## src/rtl/load_store_unit_if.sv

```systemverilog
// Pipeline-side request/response and word-memory signals of the load/store unit.
interface load_store_unit_if #(
  parameter int ADDR_WIDTH = 32
);
  logic                  req;
  logic                  is_store;
  logic [2:0]            op;
  logic [ADDR_WIDTH-1:0] addr;
  logic [31:0]           store_data;
  logic                  busy;
  logic                  done;
  logic                  err;
  logic [31:0]           load_data;
  logic [ADDR_WIDTH-1:0] mem_addr;
  logic [31:0]           mem_wdata;
  logic                  mem_read;
  logic                  mem_write;
  logic [31:0]           mem_rdata;

  // Pipeline control plus data memory, seen from outside the unit
  modport master (
    output req, is_store, op, addr, store_data, mem_rdata,
    input  busy, done, err, load_data, mem_addr, mem_wdata, mem_read, mem_write
  );

  // The load/store unit itself
  modport slave (
    input  req, is_store, op, addr, store_data, mem_rdata,
    output busy, done, err, load_data, mem_addr, mem_wdata, mem_read, mem_write
  );
endinterface

```

## src/rtl/load_store_unit.sv

```systemverilog
// Load/store unit: byte/half/word loads with sign/zero extension and
// read-modify-write sub-word stores against a big-endian word memory.
module load_store_unit #(
  parameter int ADDR_WIDTH = 32
) (
  input  logic         clk,
  input  logic         rst,
  load_store_unit_if.slave bus
);

  localparam logic [1:0] IDLE = 2'd0;
  localparam logic [1:0] RD   = 2'd1;
  localparam logic [1:0] WR   = 2'd2;
  localparam logic [1:0] DONE = 2'd3;

  logic [1:0]            state;
  logic                  st_r;
  logic [2:0]            op_r;
  logic [ADDR_WIDTH-1:0] addr_r;
  logic [15:0]           sdata_r;
  logic [31:0]           wdata_r;
  logic                  err_r;
  logic [31:0]           load_r;

  logic                  dec_illegal;
  logic                  dec_misal;
  logic [7:0]            byte_sel;
  logic [15:0]           half_sel;
  logic [31:0]           load_ext;
  logic [31:0]           merged;

  // Classify the incoming request as illegal or misaligned
  always_comb begin
    dec_illegal = (bus.op[1:0] == 2'b10) || (bus.op == 3'b111) ||
                  (bus.is_store && bus.op[2]);
    dec_misal   = ((bus.op[1:0] == 2'b01) && bus.addr[0]) ||
                  ((bus.op[1:0] == 2'b11) && (bus.addr[1:0] != 2'b00));
  end

  // Lane extraction/extension for loads and lane merge for sub-word stores
  always_comb begin
    byte_sel = '0;
    case (addr_r[1:0])
      2'd0: byte_sel = bus.mem_rdata[31:24];
      2'd1: byte_sel = bus.mem_rdata[23:16];
      2'd2: byte_sel = bus.mem_rdata[15:8];
      default: byte_sel = bus.mem_rdata[7:0];
    endcase
    half_sel = addr_r[1] ? bus.mem_rdata[15:0] : bus.mem_rdata[31:16];

    case (op_r[1:0])
      2'b00:   load_ext = {{24{~op_r[2] & byte_sel[7]}}, byte_sel};
      2'b01:   load_ext = {{16{~op_r[2] & half_sel[15]}}, half_sel};
      default: load_ext = bus.mem_rdata;
    endcase

    merged = bus.mem_rdata;
    if (op_r[1:0] == 2'b00) begin
      case (addr_r[1:0])
        2'd0: merged[31:24] = sdata_r[7:0];
        2'd1: merged[23:16] = sdata_r[7:0];
        2'd2: merged[15:8]  = sdata_r[7:0];
        default: merged[7:0] = sdata_r[7:0];
      endcase
    end else if (addr_r[1]) begin
      merged[15:0] = sdata_r;
    end else begin
      merged[31:16] = sdata_r;
    end
  end

  // Request sequencing: IDLE -> (RD) -> (WR) -> DONE -> IDLE
  always_ff @(posedge clk or posedge rst) begin
    if (rst) begin
      state   <= IDLE;
      st_r    <= 1'b0;
      op_r    <= '0;
      addr_r  <= '0;
      sdata_r <= '0;
      wdata_r <= '0;
      err_r   <= 1'b0;
      load_r  <= '0;
    end else begin
      case (state)
        IDLE: begin
          if (bus.req) begin
            st_r    <= bus.is_store;
            op_r    <= bus.op;
            addr_r  <= bus.addr;
            sdata_r <= bus.store_data[15:0];
            if (dec_illegal || dec_misal) begin
              err_r <= 1'b1;
              state <= DONE;
            end else begin
              err_r <= 1'b0;
              if (!bus.is_store) begin
                state <= RD;
              end else if (bus.op[1:0] == 2'b11) begin
                wdata_r <= bus.store_data;
                state   <= WR;
              end else begin
                state <= RD;
              end
            end
          end
        end
        RD: begin
          if (st_r) begin
            wdata_r <= merged;
            state   <= WR;
          end else begin
            load_r <= load_ext;
            state  <= DONE;
          end
        end
        WR:      state <= DONE;
        default: state <= IDLE;
      endcase
    end
  end

  // Outputs decoded from registered state so reset clears them at once
  assign bus.busy      = (state != IDLE);
  assign bus.done      = (state == DONE);
  assign bus.err       = (state == DONE) && err_r;
  assign bus.load_data = load_r;
  assign bus.mem_read  = (state == RD);
  assign bus.mem_write = (state == WR);
  assign bus.mem_addr  = ((state == RD) || (state == WR)) ?
                         {addr_r[ADDR_WIDTH-1:2], 2'b00} : '0;
  assign bus.mem_wdata = (state == WR) ? wdata_r : '0;

endmodule

```

## src/flat_wrapper.sv

```systemverilog
// flat-port wrapper written by rule: the top's interface ports become plain ports
module load_store_unit_flat 
#(
  parameter int ADDR_WIDTH = 32
)
  (clk, rst, bus_req, bus_is_store, bus_op, bus_addr, bus_store_data, bus_mem_rdata, bus_busy, bus_done, bus_err, bus_load_data, bus_mem_addr, bus_mem_wdata, bus_mem_read, bus_mem_write);
  load_store_unit_if #(.ADDR_WIDTH(ADDR_WIDTH)) bus_i ();
  input  logic clk;
  input  logic rst;
  input wire logic [$bits(bus_i.req)-1:0] bus_req;
  input wire logic [$bits(bus_i.is_store)-1:0] bus_is_store;
  input wire logic [$bits(bus_i.op)-1:0] bus_op;
  input wire logic [$bits(bus_i.addr)-1:0] bus_addr;
  input wire logic [$bits(bus_i.store_data)-1:0] bus_store_data;
  input wire logic [$bits(bus_i.mem_rdata)-1:0] bus_mem_rdata;
  output wire logic [$bits(bus_i.busy)-1:0] bus_busy;
  output wire logic [$bits(bus_i.done)-1:0] bus_done;
  output wire logic [$bits(bus_i.err)-1:0] bus_err;
  output wire logic [$bits(bus_i.load_data)-1:0] bus_load_data;
  output wire logic [$bits(bus_i.mem_addr)-1:0] bus_mem_addr;
  output wire logic [$bits(bus_i.mem_wdata)-1:0] bus_mem_wdata;
  output wire logic [$bits(bus_i.mem_read)-1:0] bus_mem_read;
  output wire logic [$bits(bus_i.mem_write)-1:0] bus_mem_write;
  assign bus_i.req = bus_req;
  assign bus_i.is_store = bus_is_store;
  assign bus_i.op = bus_op;
  assign bus_i.addr = bus_addr;
  assign bus_i.store_data = bus_store_data;
  assign bus_i.mem_rdata = bus_mem_rdata;
  assign bus_busy = bus_i.busy;
  assign bus_done = bus_i.done;
  assign bus_err = bus_i.err;
  assign bus_load_data = bus_i.load_data;
  assign bus_mem_addr = bus_i.mem_addr;
  assign bus_mem_wdata = bus_i.mem_wdata;
  assign bus_mem_read = bus_i.mem_read;
  assign bus_mem_write = bus_i.mem_write;
  load_store_unit #(.ADDR_WIDTH(ADDR_WIDTH)) u_core (.clk(clk), .rst(rst), .bus(bus_i));
endmodule
```

## config.mk

```make
export PLATFORM = sky130hd
export DESIGN_NAME = load_store_unit_flat
export DESIGN_NICKNAME = d
export VERILOG_FILES = /design/src/rtl/load_store_unit_if.sv /design/src/rtl/load_store_unit.sv /design/src/flat_wrapper.sv
export SDC_FILE = /design/constraint.sdc
export NUM_CORES = 1
export LEC_CHECK = 0
export CAP_MARGIN = 20
export CORE_MARGIN = 2
export CORE_UTILIZATION = 47
export DETAILED_ROUTE_END_ITERATION = 7
export PLACE_DENSITY_LB_ADDON = 0.25
export SYNTH_ARGS = -nofsm -noshare
export SYNTH_HDL_FRONTEND = slang
export SYNTH_SLANG_ARGS = --single-unit
export TNS_END_PERCENT = 30
```

## constraint.sdc

```tcl
create_clock -name clk -period 4.7 [get_ports clk]
set_clock_uncertainty 0.1 [all_clocks]
set_input_delay 0.705 -clock clk [delete_from_list [all_inputs] [get_ports clk]]
set_output_delay 0.705 -clock clk [all_outputs]
set_load 0.01 [all_outputs]
```

Yosys cells after proc, flatten, opt, wreduce, memory -nomap -nowiden

Index checks and enable logic that the tools add are counted.

Bits in registers: 119
Latch bits: 0
Bits in writable memories: 0
Bits in read-only memories: 0
Input port bits: 103
Output and inout bits: 101
Logic and storage cells: 71
Memories kept: 0

Add/subtract/negate cells: 0
Multipliers: 0
Divide/modulo/power cells: 0
$lt $le $gt $ge: 0
Eq/ne operators: 15
Shifts and indexed selects: 0
Mux-type cells: 25
Bitwise gates (word level): 4
Reductions and logical operators: 19

Operators by type and width:

| operator                                                                 | number |
|---|---|
| 32-bit two-way mux                                                       | 8 |
| 32-bit one-hot mux with 2 select lines                                   | 2 |
| 16-bit two-way mux                                                       | 3 |
| 8-bit two-way mux                                                        | 4 |
| 8-bit one-hot mux with 3 select lines                                    | 1 |
| 2-bit equality test (second input constant)                              | 5 |
| 2-bit by 1-bit equality test with 1-bit output (second input constant)   | 4 |
| 2-bit two-way mux                                                        | 4 |
| 2-bit zero test                                                          | 3 |
| 2-bit inequality test (second input constant)                            | 3 |
| 2-bit one-hot mux with 3 select lines                                    | 1 |
| 6-bit AND reduction                                                      | 1 |
| 2-bit nonzero test                                                       | 3 |
| 1-bit logical OR                                                         | 5 |
| 1-bit logical AND                                                        | 4 |
| 2-bit by 1-bit inequality test with 1-bit output (second input constant) | 2 |
| 2-bit AND reduction                                                      | 2 |
| 3-bit equality test (second input constant)                              | 1 |
| 3-bit OR reduction                                                       | 1 |
| 1-bit AND                                                                | 2 |
| 1-bit two-way mux                                                        | 2 |
| 1-bit NOT                                                                | 2 |

Depth between registers and ports, before layout

Gate-level depths: netlist of the first run.

Depth after elaboration: 7
Depth in mapped cells: 8
Mapped depth without buffers: 6

Least setup slack after synthesis of the first run

No wires, ideal clock.

Kind: input -> register
Start point: input bus_addr[0]
End point: register u_core.wdata_r[19]
Setup time: 125 ps
Arrival time: 2097 ps
Data required time: 4475 ps
Setup slack: 2378 ps
Stages on the path: 4
Buffers on the path: 1
Cells stage by stage: or4_4 -> o31ai_4 -> buf_6 -> mux2_2

Longest elaborated chain between the ends: 6
Elaborated cells between the ends (all ways): 7
Classes of those cells: eq/ne: 1; reduce/logical: 6

RTL lines:

| item                                       | line                   | source |
|---|---|---|
| start, declared                            | flat_wrapper.sv:13     | `input wire logic [$bits(bus_i.addr)-1:0] bus_addr;` |
| 2-bit nonzero test                         | load_store_unit.sv:37  | `((bus.op[1:0] == 2'b11) && (bus.addr[1:0] != 2'b00));` |
| 1-bit logical AND                          | load_store_unit.sv:37  |  |
| 1-bit logical OR (*)                       | load_store_unit.sv:36  | `dec_misal = ((bus.op[1:0] == 2'b01) && bus.addr[0]) \|\|` |
| 1-bit logical OR (*)                       | load_store_unit.sv:91  | `if (dec_illegal \|\| dec_misal) begin` |
| 2-bit inequality test (no source line) (*) | --                     |  |
| 6-bit AND reduction (no source line) (*)   | --                     |  |
| end signal, assigned                       | load_store_unit.sv:99  | `wdata_r <= bus.store_data;` |
| end signal, assigned                       | load_store_unit.sv:109 | `wdata_r <= merged;` |
| end, declared                              | load_store_unit.sv:21  | `logic [31:0] wdata_r;` |

Every way passes the cells marked *; elsewhere a longest branch is shown, timed or not.
A chain may end at the register's enable or synchronous reset.

Worst setup path after layout of the first run

Start point: register u_core.state[0]
End point: output bus_mem_wdata[28]

Longest elaborated chain between the ends: 2

RTL lines:

| item                   | line                   | source |
|---|---|---|
| start, declared        | load_store_unit.sv:16  | `logic [1:0] state;` |
| start signal, assigned | load_store_unit.sv:75  | `state <= IDLE;` |
| start signal, assigned | load_store_unit.sv:93  | `state <= DONE;` |
| start signal, assigned | load_store_unit.sv:97  | `state <= RD;` |
| 2-bit equality test    | load_store_unit.sv:131 | `assign bus.mem_wdata = (state == WR) ? wdata_r : '0;` |
| 32-bit two-way mux     | load_store_unit.sv:131 |  |
| end, declared          | flat_wrapper.sv:21     | `output wire logic [$bits(bus_i.mem_wdata)-1:0] bus_mem_wdata;` |

Every way passes these cells.

==> flow_summary.toml, run 1 <==
[sta]
hold_viol_final = 0
rsz0062_at_grt = "false"
tns_ps = 0
slew_viol_final = 0
setup_viol = 0
slew_headroom = 0.340
tightestPinTransition_ps = 986
fin_ws_ps = 1410
clock.fmax_mhz = 304
min_period_ps = 3290
post-route-period-util = 0.701

[synth]
synthCells = 632
syn_avg_cell_area_um2 = 10.3
synth_ff_type = "dfrtp_1"
syn_area_um2 = 6520
synth-seq-area-share = 0.457
synth-warning-count = 0
ys_types = 45
synth_edf_count = 0
async_flop_share = 1.00
synth.ff_latch_count = 119

[critical_path]
slowest_stage = "ha_1"
reg2reg_depth = 5
path_class = "reg2out"
arrival_ps = 2490
critPathMaxFanout = 34
r2r_slack_ps = 2140
crit_chain = "inv_1, ha_1, and2_1, clkdlybuf4s50_1"
rr_endpoint = "u_core.wdata_r[13]"
end_kind = "primary output"
required_ps = 3890
crit_path_max_incr_delay_ps = 740
r2r_start = "u_core.addr_r[1]"
critPathLaunchType = "register"

[global_route]
grt_util_all_layers = 0.270
global_route.usage.met2 = 0.409
grt_max_degree = 62
antenna_found_initial = 0
grt_pass1_vias = 5764
gr-usage-met3 = 0.0950
grt_overflow = 0
grt_pass1_wl_um = 30500
gr-usage-met1 = 0.340
globalRoute.busiestLayer = "met2"

[worst_hold_path]
holdPathEnd = "u_core.bus.load_data[5]"
hp-class = "reg2reg"
worstHoldStart = "u_core.bus.load_data[5]"
min_delay_path_depth = 2

[placed_design]
port_buffers = 201
dp_slack_ps = 1600
hpwl_um = 13800
gp_congestion = 0.903

[detailed_routing]
drc = 0
first_pass_iters = 5
drtIter0Drc = 517
wire_per_inst_um = 19.4
via_count = 5678
postRouteAntennaNets = 0
drt_wl_total_um = 19600
viasPerCell = 5.64

[floorplan]
die_x_um = 122
ios = 204
num_rows = 43
coreArea_um2 = 13700
die_h_um = 122
initial_utilization = 0.475
die_area_um2 = 14800

[power_and_ir_drop]
power_density_nw_per_um2 = 719
power.leakage_nw = 3.80
power_frac_seq = 0.296
switching_share = 0.376
combPwrFrac = 0.535
vdd_drop_max_mv = 0.416
p_sw_w = 0.00247
p_clk_frac = 0.169
p_int_w = 0.00410

[clock_network]
cts_tree = "built"
cts_setup_buffers = 0
path_clk_slew_ps = 60
cts_resized = 0
cts_buffers = 17
root_buffer = "clkbuf_16"
hold_buffers = 0
ctsLongestPathBuffers = 2
clock_latency_ps = 420
clkSinkCount = 119
cts.htree.levels = 4

[layout]
multi_input_area_um2 = 3300
final_util = 0.666
nFillCells = 1086
regArea_um2 = 2980
layout-drive-gt1-share = 0.156
syn_to_final_growth_pct = 40.0
layout.nets = 923
antenna_cells = 0

[outcome]
status = "complete, no violations"

[job]
maxCapViolCount = 0
-- cells in the final DEF (no fill, tap or decap), types with 2 or more instances in the layout --
cell,synthesis,routed
o21ai_0,26,26
mux2i_1,39,39
o31ai_1,6,6
or3_1,7,7
a311oi_1,5,5
clkdlybuf4s50_1,0,201
o21a_1,2,2
ha_1,4,4
clkbuf_16,0,17
nor3_1,3,3
a21oi_1,24,24
a22oi_1,8,8
nor2_1,38,38
nand2_1,41,40
clkinv_2,0,6
buf_4,2,10
and2_1,63,63
a22o_1,7,7
conb_1,1,2
mux2_2,84,84
nand2b_1,21,21
a31oi_1,17,17
o221ai_1,16,16
dfrtp_1,119,118
mux2_1,2,2
nand3_1,24,24
nor2b_1,4,3
inv_1,6,5
clkbuf_1,35,5
-- sequential cells by signal (all words and copies together), names as in the netlist --
| signal | count |
|---|---|
| u_core.op_r | 3 |
| u_core.state | 2 |
| u_core.bus.load_data | 32 |
| u_core.sdata_r | 16 |
| u_core.err_r | 1 |
| u_core.st_r | 1 |
| u_core.addr_r | 32 |
| u_core.wdata_r | 32 |
-- layer usage --
metal | wire, um | up-vias
li1 | - | 2614
met1 | 7910 | 2717
met2 | 9060 | 303
met3 | 1880 | 44
met4 | 706 | 0
met5 | 0 | -
-- cells in the mapped netlist (4+ instances only) --
master | number | share of area
a21oi_1 | 24 | 0.018
nand2b_1 | 21 | 0.020
clkbuf_1 | 35 | 0.020
a22o_1 | 7 | 0.0094
or3_1 | 7 | 0.0067
buf_2 | 7 | 0.0054
ha_1 | 4 | 0.0077
a22oi_1 | 8 | 0.0092
nor2b_1 | 4 | 0.0038
dfrtp_1 | 119 | 0.46
and2_1 | 63 | 0.060
mux2i_1 | 39 | 0.060
o21ai_0 | 26 | 0.020
a311oi_1 | 5 | 0.0067
nor2_1 | 38 | 0.022
nand2_1 | 41 | 0.024
mux2_2 | 84 | 0.15
o31ai_1 | 6 | 0.0069
a31oi_1 | 17 | 0.016
inv_1 | 6 | 0.0035
o221ai_1 | 16 | 0.021
nand3_1 | 24 | 0.018
-- power groups by stage --
stage / clock network [W] / registers (W) / logic [W]
CTS: 0.00112 / 0.00194 / 0.00350
finish: 0.00111 / 0.00194 / 0.00351
global route: 0.00117 / 0.00201 / 0.00381
detailed placement: 0 / 0.00194 / 0.00347
floorplan: 0 / 0.00185 / 0.00209
global placement: 0 / 0.00192 / 0.00339
-- area by class of cell --
class,instances,area share
clock buffer,23,0.0501
clock inverter,6,0.00329
inverter,7,0.00315
multi-input combinational,458,0.362
sequential,119,0.326
tap,180,0.0247
timing repair buffer,213,0.231
-- kinds of logic after synthesis --
kind of cell | synth area share
muxes | 0.208
adders and majority gates | 0.00767
buffers and inverters | 0.0382
DFF | 0.457
and+or+nand+nor | 0.163
other | 0.000575
AOI/OAI and AO/OA | 0.125
-- critical path, delay by kind of cell (launching register included) --
family / cells / cell delay [ps]
adder cells (fa/ha/maj): 1 / 740
buffers and inverters: 2 / 670
flip-flops: 1 / 400
AND/OR/NAND/NOR: 1 / 240
-- worst max-delay path by stage --
stage | startpoint | to | slack [ps] | cells after the start
after floorplan | rst | u_core.addr_r[0] | 740 | 1
after global placement | bus_op[1] | u_core.wdata_r[2] | 1670 | 6
after detailed placement | bus_mem_rdata[23] | u_core.bus.load_data[27] | 1600 | 5
after CTS | u_core.state[0] | bus_mem_wdata[22] | 1370 | 4
after global routing | u_core.state[0] | bus_mem_wdata[22] | 1160 | 4
final | u_core.state[0] | bus_mem_wdata[28] | 1410 | 4
-- per-stage QoR --
| stage | hold WS, ps | area [um^2] | instances | power (W) |
|---|---|---|---|---|
| finish | 376 | 9130 | 1006 | 0.00657 |
| global route | 407 | 9130 | 1006 | 0.00699 |
| CTS | 380 | 9100 | 1002 | 0.00656 |
| detailed placement | 369 | 8610 | 973 | 0.00542 |
| global placement | 369 | 8610 | 973 | 0.00531 |
| floorplan | 342 | 6530 | 633 | 0.00393 |
Power figures use the tool's default switching activity.
==> run 2, diff against run 1 <==
CORE_UTILIZATION = 43   (was 47)
clock period = 2.7 ns   (was 4.7 ns; I/O delays follow)
==> run 2 against run 1 <==
Hold slack gained 12 ps. Clock power grew 110%. Die area grew 9.0%. Largest power group unchanged. Highest routed layer unchanged.
==> flow_summary.toml, run 2 (synthesis gave the netlist of run 1 again) <==
[outcome]
status = "complete, no violations"

[critical_path]
end_kind = "primary output"
crit_chain = "inv_1, ha_4, and2_1, clkdlybuf4s50_1"
cp_top_family = "buffers and inverters"
rr_endpoint = "u_core.wdata_r[28]"
r2r_start = "u_core.state[1]"
arrival_ps = 2090
critPathMaxFanout = 31
reg2reg_depth = 6
critPathLaunchType = "register"
critPathBufInv = 2
path_class = "reg2out"
r2r_slack_ps = 480
crit_path_max_incr_delay_ps = 540
slowest_stage = "clkdlybuf4s50_1"
required_ps = 2190

[global_route]
grt_max_degree = 120
grt_pass1_wl_um = 31200
antenna_found_initial = 0
grt_pass1_vias = 5815
grt_overflow = 0
grt_util_all_layers = 0.251

[detailed_routing]
drtIter0Drc = 350
viasPerCell = 5.56
route.layer.met1.wl_um = 8200
postRouteAntennaNets = 0
dr.max_layer_used = "met4"
met2_length_um = 9120
via_count = 5689
drc = 0
wire_per_inst_um = 19.4
first_pass_iters = 5
route.met3.wl_um = 1730
drt_wl_total_um = 19900

[worst_hold_path]
min_delay_path_depth = 2
holdPathEnd = "u_core.bus.load_data[19]"
worstHoldStart = "u_core.bus.load_data[19]"
hp-class = "reg2reg"

[sta]
min_period_ps = 2600
slew_headroom = 0.567
setup_viol = 0
clock.fmax_mhz = 385
hold_viol_final = 0
post-route-period-util = 0.962
rsz0062_at_grt = "true"
slew_viol_final = 0
hold_ws_ps = 387
tightestPinTransition_ps = 650
fin_ws_ps = 104

[floorplan]
die_x_um = 127
die_h_um = 127
die_area_um2 = 16200
coreArea_um2 = 15000
num_rows = 45
ios = 204
initial_utilization = 0.434

[clock_network]
clock_latency_ps = 420
ctsLongestPathBuffers = 2
clkSinkCount = 119
cts.htree.levels = 4
cts_tree = "built"
root_buffer = "clkbuf_16"
path_clk_slew_ps = 50
cts_setup_buffers = 0
cts_buffers = 17

[placed_design]
hpwl_um = 14300
port_buffers = 201
gp_congestion = 0.901
dp.cells = 993
dp_slack_ps = 67.9

[power_and_ir_drop]
power.leakage_nw = 3.90
power_density_nw_per_um2 = 1280
vdd_drop_max_mv = 0.695

[layout]
final_cells = 1024
layout-drive-gt1-share = 0.175
layout.nets = 931
layout_common_cells = "clkdlybuf4s50_1, dfrtp_1, mux2_2"
antenna_cells = 0
final_util = 0.623
syn_to_final_growth_pct = 43.6
nFillCells = 1206
final_common_cell = "clkdlybuf4s50_1"

[job]
maxCapViolCount = 0
## run 2: changes by cell type in the layout (fill, tap and decap cells not counted), sizes merged
cell,before,now
buf,12,20
bufinv,0,3
clkbuf,23,22
clkinv,7,6
clkinvlp,0,2
inv,6,5
## run 2: per-stage QoR
stage	instance area (um^2)	TNS (ps)	power, W
2_1_floorplan	6530	0	0.00685
3_3_place_gp	8740	0	0.00937
3_5_place_dp	8740	0	0.00958
4_1_cts	9360	0	0.0120
5_1_grt	9370	-1.35	0.0127
6_report	9370	0	0.0120
## run 2: power by group
part	internal, W	switching, W
clock	0.00153	0.000800
combinational	0.00336	0.00286
sequential	0.00272	0.000705
total	0.00761	0.00437
## run 2: layer usage
layer  up-vias  track usage
met2       260        0.391
met5         -            0
met1      2752        0.312
li1       2624            -
met4         0        0.125
met3        53       0.0896
## run 2: area by class of cell
cell class	count	area (um^2)	area share
Multi-Input combinational cell	458	3320	0.354
Sequential cell	119	2980	0.318
Timing Repair Buffer	221	2190	0.234
Clock buffer	22	484	0.0517
Tap cell	188	235	0.0251
Clock inverter	9	123	0.0131
Inverter	7	30.0	0.00321
## run 2: worst max-delay path by stage
stage	startpoint	endpoint	cells past startpoint
finish	u_core.state[1]	bus_mem_addr[21]	4
global route	u_core.state[1]	bus_mem_addr[16]	4
CTS	u_core.state[0]	bus_mem_wdata[14]	5
detailed placement	bus_is_store	u_core.wdata_r[2]	6
global placement	bus_is_store	u_core.wdata_r[4]	6
floorplan	u_core.state[1]	u_core.wdata_r[19]	7
## run 2: worst reg2reg max path, cell delays in order, from the launching register on
cell      delay, ps
dfrtp_1         410
inv_1           140
ha_1            370
buf_4           440
nand2b_1        170
o221ai_1        130
mux2_1          340
## run 2: timing repair
action | CTS | global route
gates resized for setup | 3 | 3
hold buffers | 0 | 0
cloned | 0 | 0
setup endpoints to repair | 30 | 26
==> run 3, diff against run 2 <==
CORE_UTILIZATION = 50   (was 43)
clock period = 3.3 ns   (was 2.7 ns; I/O delays follow)
==> run 3 against run 2 <==
Cell area shrank 1.5%. Sequential cell count is the same. Sequential share of layout area grew 0.48 points. Global-route usage grew 3.0 points. Hold slack lost 5.8 ps. Non-clock buffer count shrank 3. Combinational power shrank 18%. Register-to-register slack gained 380 ps. Sequential power shrank 20%. Critical path type unchanged. Largest cell class unchanged.
==> flow_summary.toml, run 3 (synthesis gave the netlist of run 1 again) <==
[floorplan]
initial_utilization = 0.515
num_rows = 41
die_x_um = 118
ios = 204
die_area_um2 = 14000
die_h_um = 118
coreArea_um2 = 12700

[layout]
layout.nets = 928
layout_common_cells = "clkdlybuf4s50_1, dfrtp_1, mux2_2"
syn_to_final_growth_pct = 41.4
nFillCells = 918
layout-drive-gt1-share = 0.162
final_common_cell = "clkdlybuf4s50_1"
final_cells = 1005
antenna_cells = 0
final_util = 0.728

[power_and_ir_drop]
combPwrFrac = 0.535
vdd_drop_max_mv = 0.649
power_frac_seq = 0.289
p_clk_frac = 0.175
p_int_w = 0.00596
p_sw_w = 0.00352
switching_share = 0.371
power_density_nw_per_um2 = 1030
power.leakage_nw = 3.84
total_power_w = 0.00949

[critical_path]
reg2reg_depth = 6
crit_path_max_incr_delay_ps = 800
critPathLaunchType = "register"
path_class = "reg2out"
end_kind = "primary output"
slowest_stage = "ha_1"
crit_chain = "inv_1, ha_1, and2_1, clkdlybuf4s50_1"
cp_top_family = "adder cells"
critPathBufInv = 2
arrival_ps = 2480
cp.depth = 4
critPathMaxFanout = 31
required_ps = 2700

[placed_design]
dp.cells = 973
port_buffers = 201
hpwl_um = 14000
gp_congestion = 0.870

[global_route]
antenna_found_initial = 0
grt_max_degree = 58
grt_pass1_wl_um = 30700
grt_overflow = 0
grt_util_all_layers = 0.281
grt_pass1_vias = 5839

[clock_network]
cts_buffers = 17
cts_setup_buffers = 0
clkSinkCount = 119
hold_buffers = 0
root_buffer = "clkbuf_16"
path_clk_slew_ps = 50
cts_resized = 0
clock_latency_ps = 420
cts.htree.levels = 4
cts_tree = "built"
ctsLongestPathBuffers = 2

[sta]
rsz0062_at_grt = "false"
slew_headroom = 0.323
min_period_ps = 3080
tns_ps = 0
tightestPinTransition_ps = 1010
setup_viol = 0
slew_viol_final = 0
clock.fmax_mhz = 325
hold_ws_ps = 382
post-route-period-util = 0.932
hold_viol_final = 0

[outcome]
status = "complete, no violations"

[detailed_routing]
wire_per_inst_um = 19.3
viasPerCell = 5.72
postRouteAntennaNets = 0
drc = 0
first_pass_iters = 5
via_count = 5747
drt_wl_total_um = 19400
drtIter0Drc = 388

[worst_hold_path]
min_delay_path_depth = 2
hp-class = "reg2reg"

[job]
maxCapViolCount = 0
[run 3: cell types whose count changed in the layout (fill, tap and decap cells not counted), sizes merged]
cell      previous run  this run
bufinv               3         0
clkinvlp             2         1
clkinv               6         4
clkbuf              22        28
buf                 20        17
[run 3: worst register-to-register path: stages (launching register included)]
cell,delay (ps)
dfrtp_1,410
inv_1,90
ha_1,250
buf_4,440
nand2_1,480
o221ai_1,400
mux2_2,210
[run 3: cell type report]
class                           count  area (um^2)  share of cell area
Multi-Input combinational cell    458         3300               0.358
Clock buffer                       28          517              0.0560
Timing Repair Buffer              218         2160               0.235
Sequential cell                   119         2980               0.323
Inverter                            7         30.0             0.00326
Tap cell                          172          215              0.0233
Clock inverter                      3         15.0             0.00163
[run 3: metal layers]
| layer | share of wire | up-vias | global-route usage |
|---|---|---|---|
| li1 | - | 2636 | - |
| met1 | 0.39 | 2769 | 0.342 |
| met2 | 0.47 | 288 | 0.447 |
| met3 | 0.099 | 54 | 0.0999 |
| met4 | 0.038 | 0 | 0.132 |
| met5 | 0 | - | 0 |
[run 3: through the flow]
| stage | worst slack, ps | area (um^2) |
|---|---|---|
| detailed placement | 576 | 8690 |
| floorplan | 1190 | 6530 |
| global route | 45.9 | 9230 |
| CTS | 165 | 9220 |
| finish | 224 | 9230 |
| global placement | 632 | 8690 |
[run 3: path summary, 6_finish.rpt]
path	start	to	slack [ps]
worst max-delay path	u_core.state[0]	bus_mem_addr[17]	220
worst min-delay path	u_core.bus.load_data[4]	u_core.bus.load_data[4]	380
worst max register to register	u_core.state[1]	u_core.wdata_r[29]	860
worst min register to register	u_core.bus.load_data[4]	u_core.bus.load_data[4]	380
max in group asynchronous	rst	u_core.addr_r[9]	1900
min in group asynchronous	rst	u_core.op_r[2]	400
[run 3: power by group through the flow]
| stage | clock, W | combinational, W | sequential (W) |
|---|---|---|---|
| 5_1_grt | 0.00175 | 0.00547 | 0.00283 |
| 3_5_place_dp | 0 | 0.00505 | 0.00275 |
| 4_1_cts | 0.00169 | 0.00508 | 0.00273 |
| 6_report | 0.00166 | 0.00508 | 0.00274 |
| 3_3_place_gp | 0 | 0.00490 | 0.00270 |
| 2_1_floorplan | 0 | 0.00297 | 0.00263 |
